### src/rtl/lab4_pkg.sv
`default_nettype none
// ============================================================================
// Module      : lab4_pkg
// Description : Shared types and default sizes for the LAB4 serial loader.
// Revision    : 1.0 - initial release
// ============================================================================
package lab4_pkg;

    // Default number of LAB4 chips on the board
    localparam int LAB4_NCHIPS     = 12;
    // Default serial word length per load
    localparam int LAB4_NBITS      = 24;
    // Default width of the half-period prescale value
    localparam int LAB4_PRESCALE_W = 8;

    // Loader sequencer states
    typedef enum logic [2:0] {
        ST_IDLE  = 3'd0,
        ST_SETUP = 3'd1,
        ST_HIGH  = 3'd2,
        ST_LATCH = 3'd3,
        ST_DONE  = 3'd4
    } lab4_state_e;

endpackage
`default_nettype wire

### src/rtl/lab4_prescale_counter.sv
`default_nettype none
// ============================================================================
// Module      : lab4_prescale_counter
// Description : Phase timer. Loads P, counts down while enabled and flags
//               the terminal count, so each enabled phase lasts P+1 cycles.
// Revision    : 1.0 - initial release
// ============================================================================
module lab4_prescale_counter #(
    parameter int WIDTH = 8
) (
    input  logic             clk,
    input  logic             rst_n,
    input  logic             load,
    input  logic [WIDTH-1:0] load_val,
    input  logic             en,
    output logic             tc
);

    logic [WIDTH-1:0] count_q;

    // Down-counter: a load always wins, otherwise count towards zero and hold
    always_ff @(posedge clk or negedge rst_n) begin
        if (!rst_n) begin
            count_q <= '0;
        end else if (load) begin
            count_q <= load_val;
        end else if (en && (count_q != '0)) begin
            count_q <= count_q - WIDTH'(1);
        end
    end

    // Terminal count marks the last cycle of the current phase
    assign tc = en && (count_q == '0);

endmodule
`default_nettype wire

### src/rtl/lab4_serial_loader.sv
`default_nettype none
// ============================================================================
// Module      : lab4_serial_loader
// Description : Serial configuration loader for LAB4 chips. Shifts one
//               NBITS word into one chip (or all chips in broadcast) using
//               per-chip SIN/SCLK lines, then pulses PCLK to latch it.
//               All chip-side outputs are registered.
// Revision    : 1.0 - initial release
// ============================================================================
module lab4_serial_loader
    import lab4_pkg::*;
#(
    parameter int NCHIPS     = LAB4_NCHIPS,
    parameter int NBITS      = LAB4_NBITS,
    parameter int PRESCALE_W = LAB4_PRESCALE_W,
    parameter int LSB_FIRST  = 0,
    localparam int SEL_W     = (NCHIPS > 1) ? $clog2(NCHIPS) : 1
) (
    input  logic                  clk_i,
    input  logic                  rst_n_i,
    input  logic                  go_i,
    input  logic [NBITS-1:0]      dat_i,
    input  logic [SEL_W-1:0]      sel_i,
    input  logic                  bcast_i,
    input  logic [PRESCALE_W-1:0] prescale_i,
    output logic                  busy_o,
    output logic                  done_o,
    output logic                  err_o,
    output logic [NCHIPS-1:0]     sin_o,
    output logic [NCHIPS-1:0]     sclk_o,
    output logic [NCHIPS-1:0]     pclk_o
);

    localparam int               CNT_W      = $clog2(NBITS + 1);
    localparam logic [SEL_W:0]   NCHIPS_V   = (SEL_W + 1)'(NCHIPS);
    localparam logic [CNT_W-1:0] LAST_CNT   = CNT_W'(NBITS - 1);

    lab4_state_e           state;
    logic [1:0]            rst_sync;
    logic                  run_ok;
    logic [NBITS-1:0]      dat_q;
    logic [NCHIPS-1:0]     tgt_q;
    logic [PRESCALE_W-1:0] p_q;
    logic [CNT_W-1:0]      bit_cnt;

    logic                  sel_bad;
    logic                  accept;
    logic                  reject;
    logic [NCHIPS-1:0]     req_mask;
    logic                  first_bit;
    logic [CNT_W-1:0]      next_cnt;
    logic [CNT_W-1:0]      next_idx;
    logic                  next_bit;
    logic                  last_bit;
    logic                  phase_active;
    logic                  load;
    logic [PRESCALE_W-1:0] load_val;
    logic                  tc;

    // Reset release is re-timed so a request is honoured only once the
    // release has propagated through two flops.
    always_ff @(posedge clk_i or negedge rst_n_i) begin
        if (!rst_n_i) begin
            rst_sync <= 2'b00;
        end else begin
            rst_sync <= {rst_sync[0], 1'b1};
        end
    end

    assign run_ok = rst_sync[1];

    // Request qualification; only evaluated from IDLE
    assign sel_bad = !bcast_i && ({1'b0, sel_i} >= NCHIPS_V);
    assign accept  = (state == ST_IDLE) && go_i && run_ok && !sel_bad;
    assign reject  = (state == ST_IDLE) && go_i && run_ok && sel_bad;

    // Target mask for the incoming request: every chip or just the selected one
    generate
        for (genvar c = 0; c < NCHIPS; c++) begin : g_mask
            assign req_mask[c] = bcast_i || (sel_i == SEL_W'(c));
        end
    endgenerate

    // First bit on the wire comes straight from the request word
    assign first_bit = (LSB_FIRST != 0) ? dat_i[0] : dat_i[NBITS-1];

    // Bit position of the next bit to present, from the count of bits done
    assign next_cnt = bit_cnt + CNT_W'(1);
    assign next_idx = (LSB_FIRST != 0) ? next_cnt : (LAST_CNT - next_cnt);
    assign last_bit = (bit_cnt == LAST_CNT);

    // Pick the next data bit without a variable-width index
    always_comb begin
        next_bit = 1'b0;
        for (int i = 0; i < NBITS; i++) begin
            if (next_idx == CNT_W'(i)) begin
                next_bit = dat_q[i];
            end
        end
    end

    // Phase timer control: reload P on acceptance and at every phase change
    assign phase_active = (state == ST_SETUP) || (state == ST_HIGH) ||
                          (state == ST_LATCH);
    assign load         = accept || (phase_active && tc);
    assign load_val     = (state == ST_IDLE) ? prescale_i : p_q;

    lab4_prescale_counter #(
        .WIDTH    (PRESCALE_W)
    ) u_timer (
        .clk      (clk_i),
        .rst_n    (rst_n_i),
        .load     (load),
        .load_val (load_val),
        .en       (phase_active),
        .tc       (tc)
    );

    // Sequencer with registered chip-side and status outputs
    always_ff @(posedge clk_i or negedge rst_n_i) begin
        if (!rst_n_i) begin
            state   <= ST_IDLE;
            dat_q   <= '0;
            tgt_q   <= '0;
            p_q     <= '0;
            bit_cnt <= '0;
            busy_o  <= 1'b0;
            done_o  <= 1'b0;
            err_o   <= 1'b0;
            sin_o   <= '0;
            sclk_o  <= '0;
            pclk_o  <= '0;
        end else begin
            done_o <= 1'b0;
            err_o  <= 1'b0;
            case (state)
                ST_IDLE: begin
                    sin_o  <= '0;
                    sclk_o <= '0;
                    pclk_o <= '0;
                    busy_o <= 1'b0;
                    if (reject) begin
                        err_o <= 1'b1;
                    end else if (accept) begin
                        dat_q   <= dat_i;
                        tgt_q   <= req_mask;
                        p_q     <= prescale_i;
                        bit_cnt <= '0;
                        busy_o  <= 1'b1;
                        sin_o   <= req_mask & {NCHIPS{first_bit}};
                        state   <= ST_SETUP;
                    end
                end
                ST_SETUP: begin
                    if (tc) begin
                        sclk_o <= tgt_q;
                        state  <= ST_HIGH;
                    end
                end
                ST_HIGH: begin
                    if (tc) begin
                        sclk_o  <= '0;
                        bit_cnt <= next_cnt;
                        if (last_bit) begin
                            sin_o  <= '0;
                            pclk_o <= tgt_q;
                            state  <= ST_LATCH;
                        end else begin
                            sin_o  <= tgt_q & {NCHIPS{next_bit}};
                            state  <= ST_SETUP;
                        end
                    end
                end
                ST_LATCH: begin
                    if (tc) begin
                        pclk_o <= '0;
                        done_o <= 1'b1;
                        state  <= ST_DONE;
                    end
                end
                ST_DONE: begin
                    busy_o  <= 1'b0;
                    bit_cnt <= '0;
                    state   <= ST_IDLE;
                end
                default: begin
                    busy_o <= 1'b0;
                    sin_o  <= '0;
                    sclk_o <= '0;
                    pclk_o <= '0;
                    state  <= ST_IDLE;
                end
            endcase
        end
    end

endmodule
`default_nettype wire

### config.mk
export PLATFORM = sky130hd
export DESIGN_NAME = lab4_serial_loader
export DESIGN_NICKNAME = d
export VERILOG_FILES = /design/src/rtl/lab4_pkg.sv /design/src/rtl/lab4_prescale_counter.sv /design/src/rtl/lab4_serial_loader.sv
export SDC_FILE = /design/constraint.sdc
export NUM_CORES = 1
export LEC_CHECK = 0
export ABC_AREA = 1
export BUFFER_PORTS_ARGS = -buffer_cell sky130_fd_sc_hd__buf_2
export CAP_MARGIN = 5
export CORE_MARGIN = 3
export CORE_UTILIZATION = 57
export CTS_CLUSTER_SIZE = 40
export DETAILED_ROUTE_END_ITERATION = 12
export PLACE_DENSITY = 0.8
export SLEW_MARGIN = 20
export SYNTH_ARGS = -nofsm -noshare
export SYNTH_HDL_FRONTEND = slang
export SYNTH_SLANG_ARGS = --single-unit
### constraint.sdc
create_clock -name clk_i -period 2.2 [get_ports clk_i]
set_input_delay 0.33 -clock clk_i [delete_from_list [all_inputs] [get_ports clk_i]]
set_output_delay 0.33 -clock clk_i [all_outputs]
set_load 0.01 [all_outputs]
==> results of run 1 <==
## per-stage QoR
stage / total power (W) / util (%) / hold slack [ps] / setup WS (ps) / setup TNS (ps)
after floorplan: 0.00192 / - / 34.4 / 240 / 0
after global placement: 0.00200 / 66.1 / 251 / 39.5 / 0
after detailed placement: 0.00200 / 66.1 / 258 / 12.2 / 0
after CTS: 0.00334 / 69.5 / 147 / 16.4 / 0
after global routing: 0.00343 / 71.9 / 131 / -115 / -1380
final: 0.00332 / 71.9 / 152 / 28.8 / 0
## power breakdown
group / switching (W) / leakage [nW] / total [W] / internal (W)
clock: 0.000687 / 0.118 / 0.00135 / 0.000663
combinational: 0.0000711 / 1.80 / 0.000109 / 0.0000377
sequential: 0.000000510 / 1.24 / 0.00186 / 0.00186
total: 0.000758 / 3.16 / 0.00332 / 0.00256
## worst max-delay path by stage
stage               slack (ps)                           start  depth (start not counted)                              to
detailed placement          10          bit_cnt[0]$_DFFE_PN0P_                         11            sin_o[2]$_DFFE_PN0P_
global route              -120          bit_cnt[1]$_DFFE_PN0P_                         18            sin_o[1]$_DFFE_PN0P_
floorplan                  240          bit_cnt[0]$_DFFE_PN0P_                         19           sin_o[10]$_DFFE_PN0P_
CTS                         20  u_timer.count_q[0]$_DFFE_PN0P_                         11  u_timer.count_q[6]$_DFFE_PN0P_
global placement            40          bit_cnt[0]$_DFFE_PN0P_                         11           sin_o[11]$_DFFE_PN0P_
finish                      30          bit_cnt[1]$_DFFE_PN0P_                          5           pclk_o[3]$_DFFE_PN0P_
## kinds of logic (layout without fill, tap and decap cells)
| family | after synthesis | count (layout) | synth area share [%] |
|---|---|---|---|
| simple gates | 337 | 338 | 27.3 |
| compound gates | 104 | 105 | 12.4 |
| flops | 101 | 101 | 49.4 |
| buf+inv | 100 | 189 | 8.41 |
| fa+ha+maj | 7 | 7 | 1.71 |
| xor+xnor | 4 | 4 | 0.685 |
| other cells | 1 | 1 | 0.0733 |
## final cells by class
cell class	count	area, um^2	area share (%)
Sequential cell	101	2530	41.6
Clock inverter	7	105	1.73
Timing Repair Buffer	99	577	9.48
Tap cell	105	131	2.16
Multi-Input combinational cell	455	2330	38.3
Clock buffer	9	124	2.04
Inverter	74	285	4.69
## critical path: stages, from the launching register on
cell	delay [ps]
sky130_fd_sc_hd__dfrtp_2	450
sky130_fd_sc_hd__ha_4	190
sky130_fd_sc_hd__nand2_2	80
sky130_fd_sc_hd__nor3_1	640
sky130_fd_sc_hd__o221ai_2	410
sky130_fd_sc_hd__o31ai_1	310
## layer usage
metal  share of wire (%)  wire length (um)
met5                   0                 0
met4                 1.2               152
met3                 7.4               919
met2                  47              5840
met1                  44              5440
## state kept, by name, summed over array words and instances (netlist names)
signal and flops:
p_q 8, pclk_o 12, err_o 1, state 3, busy_o 1, sclk_o 12
sin_o 12, u_timer.count_q 8, tgt_q 12, done_o 1, dat_q 24, rst_sync 2
bit_cnt 5
## layout by cell type, fill, tap and decap left out, types with 4 or more instances in the layout
master                       n
sky130_fd_sc_hd__a21oi_1    20
sky130_fd_sc_hd__buf_2      77
sky130_fd_sc_hd__buf_4      17
sky130_fd_sc_hd__clkbuf_8    9
sky130_fd_sc_hd__dfrtp_1    99
sky130_fd_sc_hd__ha_4        4
sky130_fd_sc_hd__inv_1      65
sky130_fd_sc_hd__inv_2       6
sky130_fd_sc_hd__nand2_1   209
sky130_fd_sc_hd__nand2_2     8
sky130_fd_sc_hd__nand3_1    38
sky130_fd_sc_hd__nor2_1     44
sky130_fd_sc_hd__nor2_2      5
sky130_fd_sc_hd__nor2_4      5
sky130_fd_sc_hd__nor3_1     14
sky130_fd_sc_hd__o211ai_1    8
sky130_fd_sc_hd__o21ai_0    45
sky130_fd_sc_hd__o21bai_1    8
sky130_fd_sc_hd__o22ai_1     4
sky130_fd_sc_hd__o31ai_1    11
sky130_fd_sc_hd__xor2_1      4
## what timing repair did
item                                    CTS  global route
gates cloned                              0             2
endpoints found under the setup margin   17            48
hold buffers                              1             0
resized for setup                         3            43
hold endpoints to repair                 24             0
pin swaps                                 0            16
setup buffers                             4             4
==> qor.txt, run 1 <==
netlist area before placement - 5110 um^2
Synth cell types - 38
total global-route track usage - 24.7%
Worst Reg2Reg Path Length in Cells - 5
count of input and output buffers - 78
io pins - 79
Post-Syn Nets - 701
peak clock frequency supported by timing - 461 MHz
number of standard cells after synthesis - 654
Power Dens Cells - 545 nW/um^2
dominant cell type by area after synthesis - sky130_fd_sc_hd__dfrtp_1
count of endpoints failing setup in the final report - 0
cell depth of the worst hold path - 3
Max Cap Violations - 0
average wire per standard cell - 14.5 um
via count normalized by instance count - 5.40
register-to-register path setup slack - 30 ps
beginning of the worst register-to-register path - bit_cnt[1]$_DFFE_PN0P_
flops & latches, synth - 101
number of antenna diodes - 0
pin count of the biggest net entering global routing - 58
sequential element share of the synthesized area - 49.4%
number of enable flip-flop cells after synthesis - 0
share of synthesized registers carrying an async set or reset - 100%
number of buffers on the longest clock path - 2
clock sink count - 101
total congestion overflow - 0
final count of pins violating max slew - 0
final net count - 787
type of the worst setup path - flop to flop
die area - 10100 um^2
DIE WIDTH - 101 um
cell area after layout - 6090 um^2
cell area after placement - 5590 um^2
launching element type of the critical path - flop
Routability Congestion - 0.873
flip-flop cell with the highest count after synthesis - sky130_fd_sc_hd__dfrtp_1
Std-Cell Core Area - 8460 um^2
Worst Hold Launch - dat_i[9]
met1 track demand over resource - 35.3%
Iteration-0 DRC Markers - 357
type of element capturing the critical path - flop
Crit Path Max Fanout - 12
fraction of layout cells with a size suffix above 1 - 22.3%
H-Tree Level Count - 3
class of the most critical hold timing path - input port to flop
total of warnings raised by yosys - 0
Clock Skew - 5.05 ps
clock tree from TritonCTS - yes
RSZ-0062 raised after global routing - true
average cell area after synthesis - 7.82 um^2
Hold EP - dat_q[9]$_DFFE_PN0P_
number of remaining DRC errors - 0
vias - 4590
post-layout instance count excluding filler cells - 850
Leakage - 3.16 nW
layout overhead on the synthesized area - 19.0%
grt peak-use layer - met2
Final Hold Violating Endpoints - 0
via count of the first global-routing pass - 4227
total length of routed wires - 12400 um
insertion delay of the later-clocked pin in the worst-skew pair - 360 ps
initial standard-cell utilization of the core - 60.4%
top cell types by occurrence after synthesis - sky130_fd_sc_hd__nand2_1, sky130_fd_sc_hd__dfrtp_1, sky130_fd_sc_hd__inv_1, sky130_fd_sc_hd__nor2_1, sky130_fd_sc_hd__o21ai_0
crit path DAT - 2440 ps
run status - completed
Num CTS Buffers - 9
number of antenna violations at the first check in global routing - 0
Clock Tree Root - sky130_fd_sc_hd__clkbuf_8
number of cell rows - 33
Detail Route Antenna Nets - 0
required time worst endpoint - 2470 ps
number of fill cells - 642
reg-to-reg endpoint - pclk_o[3]$_DFFE_PN0P_
most repeated cell in the gate-level netlist after synthesis - sky130_fd_sc_hd__nand2_1
number of optimization iterations in the first detailed-route pass - 5
Global Route met2 Usage - 38.7%
worst slew margin relative to its limit - 45.6%
total placed cells including tap cells - 823
final worst path period share - 98.7%
Max IR drop VDD - 0.000390 V
minimum period implied by the final worst setup slack - 2170 ps
fraction of post-synthesis cell area in the top cell type by area - 49.4%
top post-synthesis cells by area - sky130_fd_sc_hd__dfrtp_1, sky130_fd_sc_hd__nand2_1, sky130_fd_sc_hd__inv_1
y dimension of the die - 101 um
worst slew pin tran - 810 ps
detailed-placement wirelength estimate - 8390 um
Global Route met3 Usage - 5.33%
clock-pin slew on the worst setup and hold paths - 100 ps
global-route wire length before repair - 20100 um
Power figures use the tool's default switching activity.
==> run 2, diff against run 1 <==
- PLACE_DENSITY: 0.8 -> unset
- PLACE_DENSITY_LB_ADDON: unset -> 0.25
==> run 2 against run 1 <==
  * Maximum frequency shrank 8.1%
  * Highest routed layer unchanged
  * Critical path type unchanged
  * Clock power is 4% lower
  * Register-to-register slack got worse by 190 ps
  * The flow now finishes with violations (setup timing)
  * Clock skew grew 6.3 ps
==> qor.txt, run 2 (synthesized netlist as in run 1, its figures left out) <==
most frequent cells in the layout - sky130_fd_sc_hd__nand2_1, sky130_fd_sc_hd__dfrtp_1, sky130_fd_sc_hd__buf_2, sky130_fd_sc_hd__inv_1, sky130_fd_sc_hd__o21ai_0
post-layout instance count excluding filler cells - 855
Crit Path Max Fanout - 12
violated checks - setup timing
Layout Utilization - 72.4%
beginning of the worst register-to-register path - bit_cnt[1]$_DFFE_PN0P_
detailed-placement wirelength estimate - 8540 um
largest register by flop count - dat_q
number of optimization iterations in the first detailed-route pass - 5
Setup WS post-layout - -163 ps
type of the worst setup path - flop to flop
number of remaining DRC errors - 0
most common cell after layout, fill and taps aside - sky130_fd_sc_hd__nand2_1
Worst Reg2Reg Path Length in Cells - 13
run status - complete, but fails checks
fraction of layout cells with a size suffix above 1 - 23.6%
required time worst endpoint - 2470 ps
total placed cells including tap cells - 826
Worst path max stage delay - 490 ps
number of cell rows - 33
total global-route track usage - 25.1%
final count of pins violating max slew - 0
count of endpoints failing setup in the final report - 12
total congestion overflow - 0
Power Dens Cells - 532 nW/um^2
Hold EP - dat_q[18]$_DFFE_PN0P_
Max Cap Violations - 0
Max IR drop VDD - 0.000334 V
overall power consumption - 0.00326 W
Clock Skew - 11.3 ps
minimum period implied by the final worst setup slack - 2360 ps
clock-pin slew on the worst setup and hold paths - 100 ps
Num CTS Buffers - 9
class of the most critical hold timing path - input port to flop
DIE WIDTH - 101 um
io pins - 79
vias - 4652
y dimension of the die - 101 um
reg-to-reg endpoint - sin_o[7]$_DFFE_PN0P_
register-to-register path setup slack - -160 ps
initial standard-cell utilization of the core - 60.4%
Detail Route Antenna Nets - 0
peak clock frequency supported by timing - 423 MHz
cell area after layout - 6130 um^2
worst slew margin relative to its limit - 45.1%
clock tree from TritonCTS - yes
number of antenna violations at the first check in global routing - 0
RSZ-0062 raised after global routing - true
final net count - 792
insertion delay of the later-clocked pin in the worst-skew pair - 380 ps
type of element capturing the critical path - flop
die area - 10100 um^2
number of buffers on the longest clock path - 2
via count normalized by instance count - 5.44
cell depth of the worst hold path - 3
Worst Hold Launch - dat_i[18]
global-route wire length before repair - 20100 um
worst slew pin tran - 817 ps
Routability Congestion - 0.884
crit path DAT - 2630 ps
number of antenna diodes - 0
layout overhead on the synthesized area - 19.9%
clock sink count - 101
cell area after placement - 5610 um^2
total length of routed wires - 13200 um
pin count of the biggest net entering global routing - 58
H-Tree Level Count - 3
Std-Cell Core Area - 8460 um^2
final worst path period share - 107%
Slowest-stage cell, CP - sky130_fd_sc_hd__dfrtp_2
average wire per standard cell - 15.4 um
via count of the first global-routing pass - 4167
Clock Tree Root - sky130_fd_sc_hd__clkbuf_8
Leakage - 3.17 nW
cell breakdown of the critical path - buf_4 > nand3_1 > nand2_1 > nand2_2 > inv_2 > nor2_1 > inv_1 > nor3_2 > nand2_4 > nand3_1 > nand2_1 > nand2_1 > nand2_1
Final Hold Violating Endpoints - 0
max FFs per register - 24
Worst path most repeated cell - sky130_fd_sc_hd__nand2_1
count of input and output buffers - 78
launching element type of the critical path - flop
Iteration-0 DRC Markers - 321
total negative slack for setup checks - -1510 ps
## run 2: cell count changes in the layout (fill, tap and decap cells not counted), sizes merged
| cell | previous run | this run |
|---|---|---|
| clkbuf | 9 | 10 |
| clkinvlp | 0 | 2 |
| bufinv | 2 | 1 |
| buf | 98 | 103 |
| inv | 78 | 76 |
## run 2: worst max-delay path, delay by kind of cell (launching register included)
kind,cells,cell delay (ps)
flops,1,490
buf+inv,3,410
simple gates,10,1340
## run 2: cell type report
cell class              count  area (um^2)
well taps                 105          131
flip-flops and latches    101         2530
clock inverters             6         77.6
repair buffers            104          614
clock buffers              10          138
inverters                  74          292
fillers                   652         2330
multi-input cells         455         2350
## run 2: worst max path at each step
stage / slack [ps] / start / cells past startpoint / endpoint
after floorplan: 240 / bit_cnt[0]$_DFFE_PN0P_ / 19 / sin_o[10]$_DFFE_PN0P_
after global placement: 30 / bit_cnt[0]$_DFFE_PN0P_ / 11 / sin_o[11]$_DFFE_PN0P_
after detailed placement: -20 / bit_cnt[0]$_DFFE_PN0P_ / 11 / sin_o[6]$_DFFE_PN0P_
after CTS: 10 / bit_cnt[1]$_DFFE_PN0P_ / 18 / sin_o[6]$_DFFE_PN0P_
after global routing: -260 / bit_cnt[1]$_DFFE_PN0P_ / 15 / sin_o[10]$_DFFE_PN0P_
final: -160 / bit_cnt[1]$_DFFE_PN0P_ / 13 / sin_o[7]$_DFFE_PN0P_
## run 2: power breakdown
group	total (W)	switching [W]	internal, W
sequential	0.00186	0.000000448	0.00186
clock	0.00129	0.000714	0.000579
combinational	0.000109	0.0000713	0.0000376
## run 2: stage by stage
step | setup WS, ps | hold slack (ps)
floorplan | 240 | 34.4
global placement | 34.1 | 321
detailed placement | -24.2 | 327
CTS | 14.7 | 120
global route | -263 | 134
finish | -163 | 134
## run 2: metal layers
| layer | routed length, um | vias up | track usage [%] |
|---|---|---|---|
| li1 | - | 2282 | - |
| met1 | 5770 | 2124 | 37.1 |
| met2 | 6160 | 209 | 37.0 |
| met3 | 872 | 37 | 5.12 |
| met4 | 349 | 0 | 8.50 |
| met5 | 0 | - | 0 |
## run 2: timing repair
item / CTS / global route
hold endpoints to repair: 34 / 0
pin swaps: 0 / 15
buffers inserted: 1 / 9
hold buffers: 1 / 0
gates cloned: 0 / 2
endpoints found under the setup margin: 12 / 37
gates resized for setup: 5 / 49
